--- src/rtl/disp_share_arb.sv ---
// disp_share_arb
//   Round-robin scheduler that shares one 4-digit seven-segment display between
//   N_REQ sources. The winner's value/sign are registered and presented to the
//   display driver. A granted value stays up for at least DWELL cycles. An owner
//   that keeps requesting is forced off after MAX_HOLD cycles if anyone else is
//   waiting.
//
//   Optional feature macro: DISP_ARB_BLANK_EN
//     defined   - every handover passes through BLANK_CYC blank cycles
//     undefined - handover is gapless (default build)
//
// Ports
//   CLK      in   system clock
//   RST      in   asynchronous reset, active high
//   REQ      in   [N_REQ]    level request per source
//   VAL_IN   in   [8*N_REQ]  source i value at [8*i+7:8*i]
//   SIGN_IN  in   [N_REQ]    source i minus-sign flag
//   GNT      out  [N_REQ]    one-hot grant, zero when nobody owns the display
//   ALU_VAL  out  [8]        value to the display driver
//   SIGN     out             sign to the display driver
//   VALID    out             1 = show value, 0 = blank
//   BUSY     out             1 whenever the FSM is not idle
//
// States
//   state | meaning
//   IDLE  | nobody owns the display, waiting for any request
//   HOLD  | source ptr owns the display; dwell/hold timers running
//   BLANK | handover gap, display blanked (DISP_ARB_BLANK_EN only)

module disp_share_arb #(
  parameter int N_REQ     = 4,
  parameter int DWELL     = 25_000_000,
  parameter int MAX_HOLD  = 100_000_000,
  parameter int BLANK_CYC = 5_000_000
) (
  input  logic                 CLK,
  input  logic                 RST,
  input  logic [N_REQ-1:0]     REQ,
  input  logic [8*N_REQ-1:0]   VAL_IN,
  input  logic [N_REQ-1:0]     SIGN_IN,
  output logic [N_REQ-1:0]     GNT,
  output logic [7:0]           ALU_VAL,
  output logic                 SIGN,
  output logic                 VALID,
  output logic                 BUSY
);

  localparam int          PW       = $clog2(N_REQ);
  localparam logic [31:0] DWELL_TC = 32'(DWELL - 1);
  localparam logic [31:0] HOLD_TC  = 32'(MAX_HOLD - 1);
`ifdef DISP_ARB_BLANK_EN
  localparam logic [31:0] BLANK_TC = 32'(BLANK_CYC - 1);
`endif

  if (N_REQ < 2 || N_REQ > 8 || DWELL < 1 || MAX_HOLD <= DWELL || BLANK_CYC < 1) begin : g_param_check
    $error("disp_share_arb: parameter out of range");
  end

`ifdef DISP_ARB_BLANK_EN
  typedef enum logic [1:0] {IDLE, HOLD, BLANK} state_t;
`else
  typedef enum logic [1:0] {IDLE, HOLD} state_t;
`endif

  state_t           state, state_n;
  logic [PW-1:0]    ptr, ptr_n, pick;
  logic [31:0]      dwell_cnt, dwell_n;
  logic [31:0]      hold_cnt, hold_n;
`ifdef DISP_ARB_BLANK_EN
  logic [31:0]      blank_cnt, blank_n;
`endif
  logic [N_REQ-1:0] gnt_n;
  logic [7:0]       val_n;
  logic             sign_n, valid_n, busy_n;
  logic             do_grant, do_idle, rel_normal, rel_forced;

  function automatic logic [31:0] sat_inc(input logic [31:0] c);
    return (c == 32'hFFFF_FFFF) ? c : c + 32'd1;
  endfunction

  // First set request bit searching ptr+1, ptr+2, ... wrapping; the previous
  // owner (ptr itself) is examined last, which gives it lowest priority.
  function automatic logic [PW-1:0] rr_pick(input logic [N_REQ-1:0] req,
                                            input logic [PW-1:0]    p);
    logic [PW-1:0] w;
    logic          found;
    int            idx;
    w     = p;
    found = 1'b0;
    for (int k = 1; k <= N_REQ; k++) begin
      idx = (int'(p) + k) % N_REQ;
      if (!found && req[idx]) begin
        w     = PW'(idx);
        found = 1'b1;
      end
    end
    return w;
  endfunction

  always_ff @(posedge CLK or posedge RST) begin
    if (RST) begin
      state     <= IDLE;
      ptr       <= PW'(N_REQ - 1);
      dwell_cnt <= '0;
      hold_cnt  <= '0;
`ifdef DISP_ARB_BLANK_EN
      blank_cnt <= '0;
`endif
      GNT       <= '0;
      ALU_VAL   <= '0;
      SIGN      <= 1'b0;
      VALID     <= 1'b0;
      BUSY      <= 1'b0;
    end else begin
      state     <= state_n;
      ptr       <= ptr_n;
      dwell_cnt <= dwell_n;
      hold_cnt  <= hold_n;
`ifdef DISP_ARB_BLANK_EN
      blank_cnt <= blank_n;
`endif
      GNT       <= gnt_n;
      ALU_VAL   <= val_n;
      SIGN      <= sign_n;
      VALID     <= valid_n;
      BUSY      <= busy_n;
    end
  end

  always_comb begin
    state_n    = state;
    ptr_n      = ptr;
    dwell_n    = dwell_cnt;
    hold_n     = hold_cnt;
`ifdef DISP_ARB_BLANK_EN
    blank_n    = blank_cnt;
`endif
    gnt_n      = GNT;
    val_n      = ALU_VAL;
    sign_n     = SIGN;
    valid_n    = VALID;
    do_grant   = 1'b0;
    do_idle    = 1'b0;
    rel_normal = 1'b0;
    rel_forced = 1'b0;
    pick       = rr_pick(REQ, ptr);

    case (state)
      IDLE: do_grant = |REQ;

      HOLD: begin
        dwell_n = sat_inc(dwell_cnt);
        hold_n  = sat_inc(hold_cnt);
        // Live value while the owner requests; frozen once it lets go.
        if (REQ[ptr]) begin
          val_n  = VAL_IN[int'(ptr)*8 +: 8];
          sign_n = SIGN_IN[ptr];
        end
        rel_normal = !REQ[ptr] && (dwell_cnt >= DWELL_TC);
        rel_forced = (hold_cnt >= HOLD_TC) && ((REQ & ~GNT) != '0);
        if (rel_normal || rel_forced) begin
`ifdef DISP_ARB_BLANK_EN
          state_n = BLANK;
          gnt_n   = '0;
          valid_n = 1'b0;
          blank_n = '0;
`else
          if (|REQ) do_grant = 1'b1;
          else      do_idle  = 1'b1;
`endif
        end
      end

`ifdef DISP_ARB_BLANK_EN
      BLANK: begin
        blank_n = sat_inc(blank_cnt);
        if (blank_cnt >= BLANK_TC) begin
          if (|REQ) do_grant = 1'b1;
          else      do_idle  = 1'b1;
        end
      end
`endif

      default: do_idle = 1'b1;
    endcase

    if (do_grant) begin
      state_n     = HOLD;
      ptr_n       = pick;
      gnt_n       = '0;
      gnt_n[pick] = 1'b1;
      val_n       = VAL_IN[int'(pick)*8 +: 8];
      sign_n      = SIGN_IN[pick];
      valid_n     = 1'b1;
      dwell_n     = '0;
      hold_n      = '0;
    end else if (do_idle) begin
      state_n = IDLE;
      gnt_n   = '0;
      valid_n = 1'b0;
    end

    busy_n = (state_n != IDLE);
  end

endmodule

--- config.mk ---
export PLATFORM = sky130hd
export DESIGN_NAME = disp_share_arb
export DESIGN_NICKNAME = d
export VERILOG_FILES = /design/src/rtl/disp_share_arb.sv
export SDC_FILE = /design/constraint.sdc
export NUM_CORES = 1
export LEC_CHECK = 0
export BUFFER_PORTS_ARGS = -buffer_cell sky130_fd_sc_hd__buf_2
export CORE_MARGIN = 1
export CORE_UTILIZATION = 49
export CTS_BUF_LIST = sky130_fd_sc_hd__clkbuf_8
export DETAILED_ROUTE_END_ITERATION = 7
export MAX_ROUTING_LAYER = met4
export PLACE_DENSITY = 0.69
export RECOVER_POWER = 100
export SYNTH_ARGS = -nofsm -noshare
export SYNTH_HDL_FRONTEND = slang
export SYNTH_SLANG_ARGS = --single-unit
export TNS_END_PERCENT = 1
--- constraint.sdc ---
create_clock -name CLK -period 3.49 [get_ports CLK]
set_clock_uncertainty 0.2 [all_clocks]
set_input_delay 0.698 -clock CLK [delete_from_list [all_inputs] [get_ports CLK]]
set_output_delay 0.698 -clock CLK [all_outputs]
set_load 0.005 [all_outputs]
==> out/qor.csv <==
stage;metric;value;unit
worst_setup_path;r2r startpoint;hold_cnt[8];
worst_setup_path;Critical Path Source;hold_cnt[8];
timing;Final Hold Fails;0;
clocking;H-tree depth;3;
finish;# nets final;601;
worst_setup_path;CP top delay family;compound AO/OA/AOI/OAI gates;
route;DR iter-0 viols;158;
floorplanning;die area;9890;sq um
worst_setup_path;Worst path max stage delay;0.56;ns
clocking;TritonCTS Sinks;83;
synth;Post-Syn Instances;490;
grt;vias in the first global route;3822;
clocking;total CTS buffers;9;
worst_setup_path;CP required;3.58;ns
finish;area grow syn2layout;14.6;%
min_path;Hold Crit Class;reg2reg;
synth;Post-synth EDFFs;0;
floorplanning;core box area;9200;sq um
floorplanning;die extent in x;99.4;microns
route;WL/cell;15.5;microns
timing;Tcrit/Tclk final;0.932;
timing;Fin Setup TNS;0;ns
finish;Fillers;841;
synth;leading area contributor after synthesis;dfrtp_1;
pwr;P per Cell Area;486;nW/um^2
pwr;Leak;0.00238;uW
flow_run;MaxCap Viol Count;1;
timing;Worst slew margin;-0.0249;
run_status;outcome;finished, violations left;
synth;post-synthesis cell type count;57;
synth;post-synthesis register bit count;83;
timing;endpoints failing setup;0;
route;DR vias;3940;
worst_setup_path;Worst path slowest cell;or4_1;
finish;diodes inserted;0;
synth;Syn Nets;534;
timing;min Tclk post-route;3.25;ns
worst_setup_path;WS Path Type;reg2reg;
worst_setup_path;Data arrival, critical path;3.34;ns
grt;pin count of the biggest net entering global routing;42;
worst_setup_path;Crit. End Element;flop;
clocking;clock root buffer;clkbuf_8;
worst_setup_path;crit path buf inv count;2;
floorplanning;Core Rows;35;
route;Vias/cell;5.85;
synth;Synth top area share;0.436;
synth;YS warnings;0;
place;gpl congestion;0.851;
worst_setup_path;CP Cell Sequence;or4_1 > a211oi_2 > nor4_1 > o31a_1 > o31ai_1 > clkbuf_2 > a211oi_1 > clkbuf_1 > a21bo_2 > a21oi_1;
synth;Mapped Area;4650;sq um
route;# DRC;0;
timing;unrepaired setup endpoints after global routing;false;
grt;initial antenna violation count;0;
worst_setup_path;Setup crit start kind;flop;
clocking;Clk Latency, worst-skew pair;0.36;ns
worst_setup_path;Crit Path Max Fanout;7;
route;DRT antenna net count;0;
clocking;CTS tree;yes;
pwr;peak supply drop;0.281;mV
min_path;Worst Min Path Start;GNT[2];
clocking;CTS Hold Bufs;0;
timing;final slew viol count;30;
clocking;post-cts resize count;0;
route;1st-pass router iterations;4;
clocking;post-CTS setup buffer count;0;
floorplanning;Die H;99.4;microns
run_status;failing checks;capacitance limit, slew limit;
synth;Synth Flop Type;dfrtp_1;
synth;FFs w/ async S/R, synth;1.00;
floorplanning;Initial Utilization;0.506;
clocking;clock buffer depth;2;
worst_setup_path;flop2flop setup slack;0.24;ns
place;dpl hpwl;7610;microns
synth;Avg Inst Size Synth;9.49;sq um
grt;first-pass GRT wire length;18000;microns
grt;grt total ovfl;0;
timing;Slew @ Worst Pin;1.54;ns
place;# port buffers;56;
finish;share of cells above drive strength 1;0.165;
grt;total global-route track usage;0.236;
synth;sequential area share after synthesis;0.447;
floorplanning;Top Ports;57;
clocking;Clock Pin Slew Worst Setup and Hold Paths;0.09;ns
synth;Synth area leaders;dfrtp_1 (44%), xor2_1 (5.3%), nor2_1 (5.2%);
route;WL final;10400;microns
pwr;total power draw;2590;uW
timing;highest clock rate;308;MHz
[registers in the layout, summed over array words and instances, names as in the netlist]
signal     count
ptr            2
VALID          1
ALU_VAL        8
SIGN           1
hold_cnt      32
BUSY           1
GNT            4
state          2
dwell_cnt     32
[synthesized netlist by cell type (all sizes together) (9+ instances only)]
| cell type | n |
|---|---|
| o211ai | 9 |
| o21ai | 12 |
| a21oi | 20 |
| nand4 | 16 |
| inv | 27 |
| nand3 | 23 |
| nor2 | 65 |
| dfrtp | 81 |
| a221oi | 17 |
| xnor2 | 24 |
| xor2 | 28 |
| clkbuf | 14 |
| and3 | 11 |
| mux2i | 12 |
| nand2 | 30 |
[cells by family (layout without fill, tap and decap cells)]
kind of cell / Yosys count / in the layout / synth area share
AND/OR/NAND/NOR: 194 / 194 / 0.209
AO/OA/AOI/OAI: 98 / 98 / 0.158
flip-flops: 83 / 83 / 0.447
XOR/XNOR: 52 / 52 / 0.0979
buffers and inverters: 45 / 117 / 0.0387
multiplexers: 15 / 15 / 0.0430
adder cells (fa/ha/maj): 2 / 2 / 0.00538
other: 1 / 1 / 0.000806
[metal layers]
metal,vias up,part of all wire,global-route usage
met5,-,0,-
met2,110,0.48,0.370
met1,1918,0.46,0.315
met4,0,0.014,0.0758
met3,13,0.045,0.0401
li1,1899,-,-
[placed cells by master (no fill, tap or decap), types with 4 or more instances in the layout]
master / netlist / routed
nand3_1: 23 / 23
a211oi_1: 6 / 6
nand4_1: 16 / 16
a21boi_0: 8 / 8
mux2i_1: 11 / 11
a2111oi_0: 4 / 4
a221oi_1: 16 / 16
xor2_1: 28 / 28
buf_2: 3 / 48
and2_1: 5 / 4
clkbuf_8: 0 / 9
dfrtp_1: 81 / 81
or3_1: 5 / 5
and4_1: 8 / 8
and3_1: 11 / 11
nor3_1: 6 / 6
clkbuf_1: 14 / 13
inv_1: 27 / 26
buf_4: 0 / 9
nand2b_1: 8 / 8
nor2_1: 65 / 65
o211ai_1: 9 / 9
nand2_1: 30 / 30
xnor2_1: 24 / 24
nor4_1: 7 / 7
o21ai_0: 11 / 11
a21oi_1: 20 / 20
or4_1: 4 / 4
[stage by stage]
step                instance area (sq um)  setup WS (ns)   util  cells  hold slack [ns]
finish                               5330          0.238  0.580    673            0.334
global route                         5330         0.0249  0.580    673            0.373
CTS                                  5370          0.325  0.584    673            0.168
detailed placement                   5140          0.259  0.559    657            0.321
global placement                     5140          0.343  0.559    657            0.307
floorplan                            4650          0.459      -    490            0.273
[tightest hold or removal path, stage by stage (launching register included)]
cell and delay (ns):
dfrtp_1 0.38, nand2_1 0.05, o21ai_0 0.06
[power breakdown]
| group | switching, uW | internal [uW] |
|---|---|---|
| Clock | 381 | 416 |
| Combinational | 336 | 288 |
| Sequential | 102 | 1070 |
| Total | 818 | 1770 |
[worst paths after layout]
path,end,cells past startpoint
min,GNT[2],2
max in group asynchronous,hold_cnt[19],3
min in group asynchronous,hold_cnt[7],2
min reg2reg,GNT[2],2
max reg2reg,hold_cnt[21],10
max,hold_cnt[21],10
[cell type report]
cell class,count,area [sq um],share of cell area
timing repair buffer,74,392,0.0735
clock buffer,9,124,0.0232
multi-input combinational,362,2390,0.448
inverter,27,103,0.0192
clock inverter,7,106,0.0200
tap,111,139,0.0261
sequential,83,2080,0.390
No activity file was read; power rests on OpenSTA's default activity.
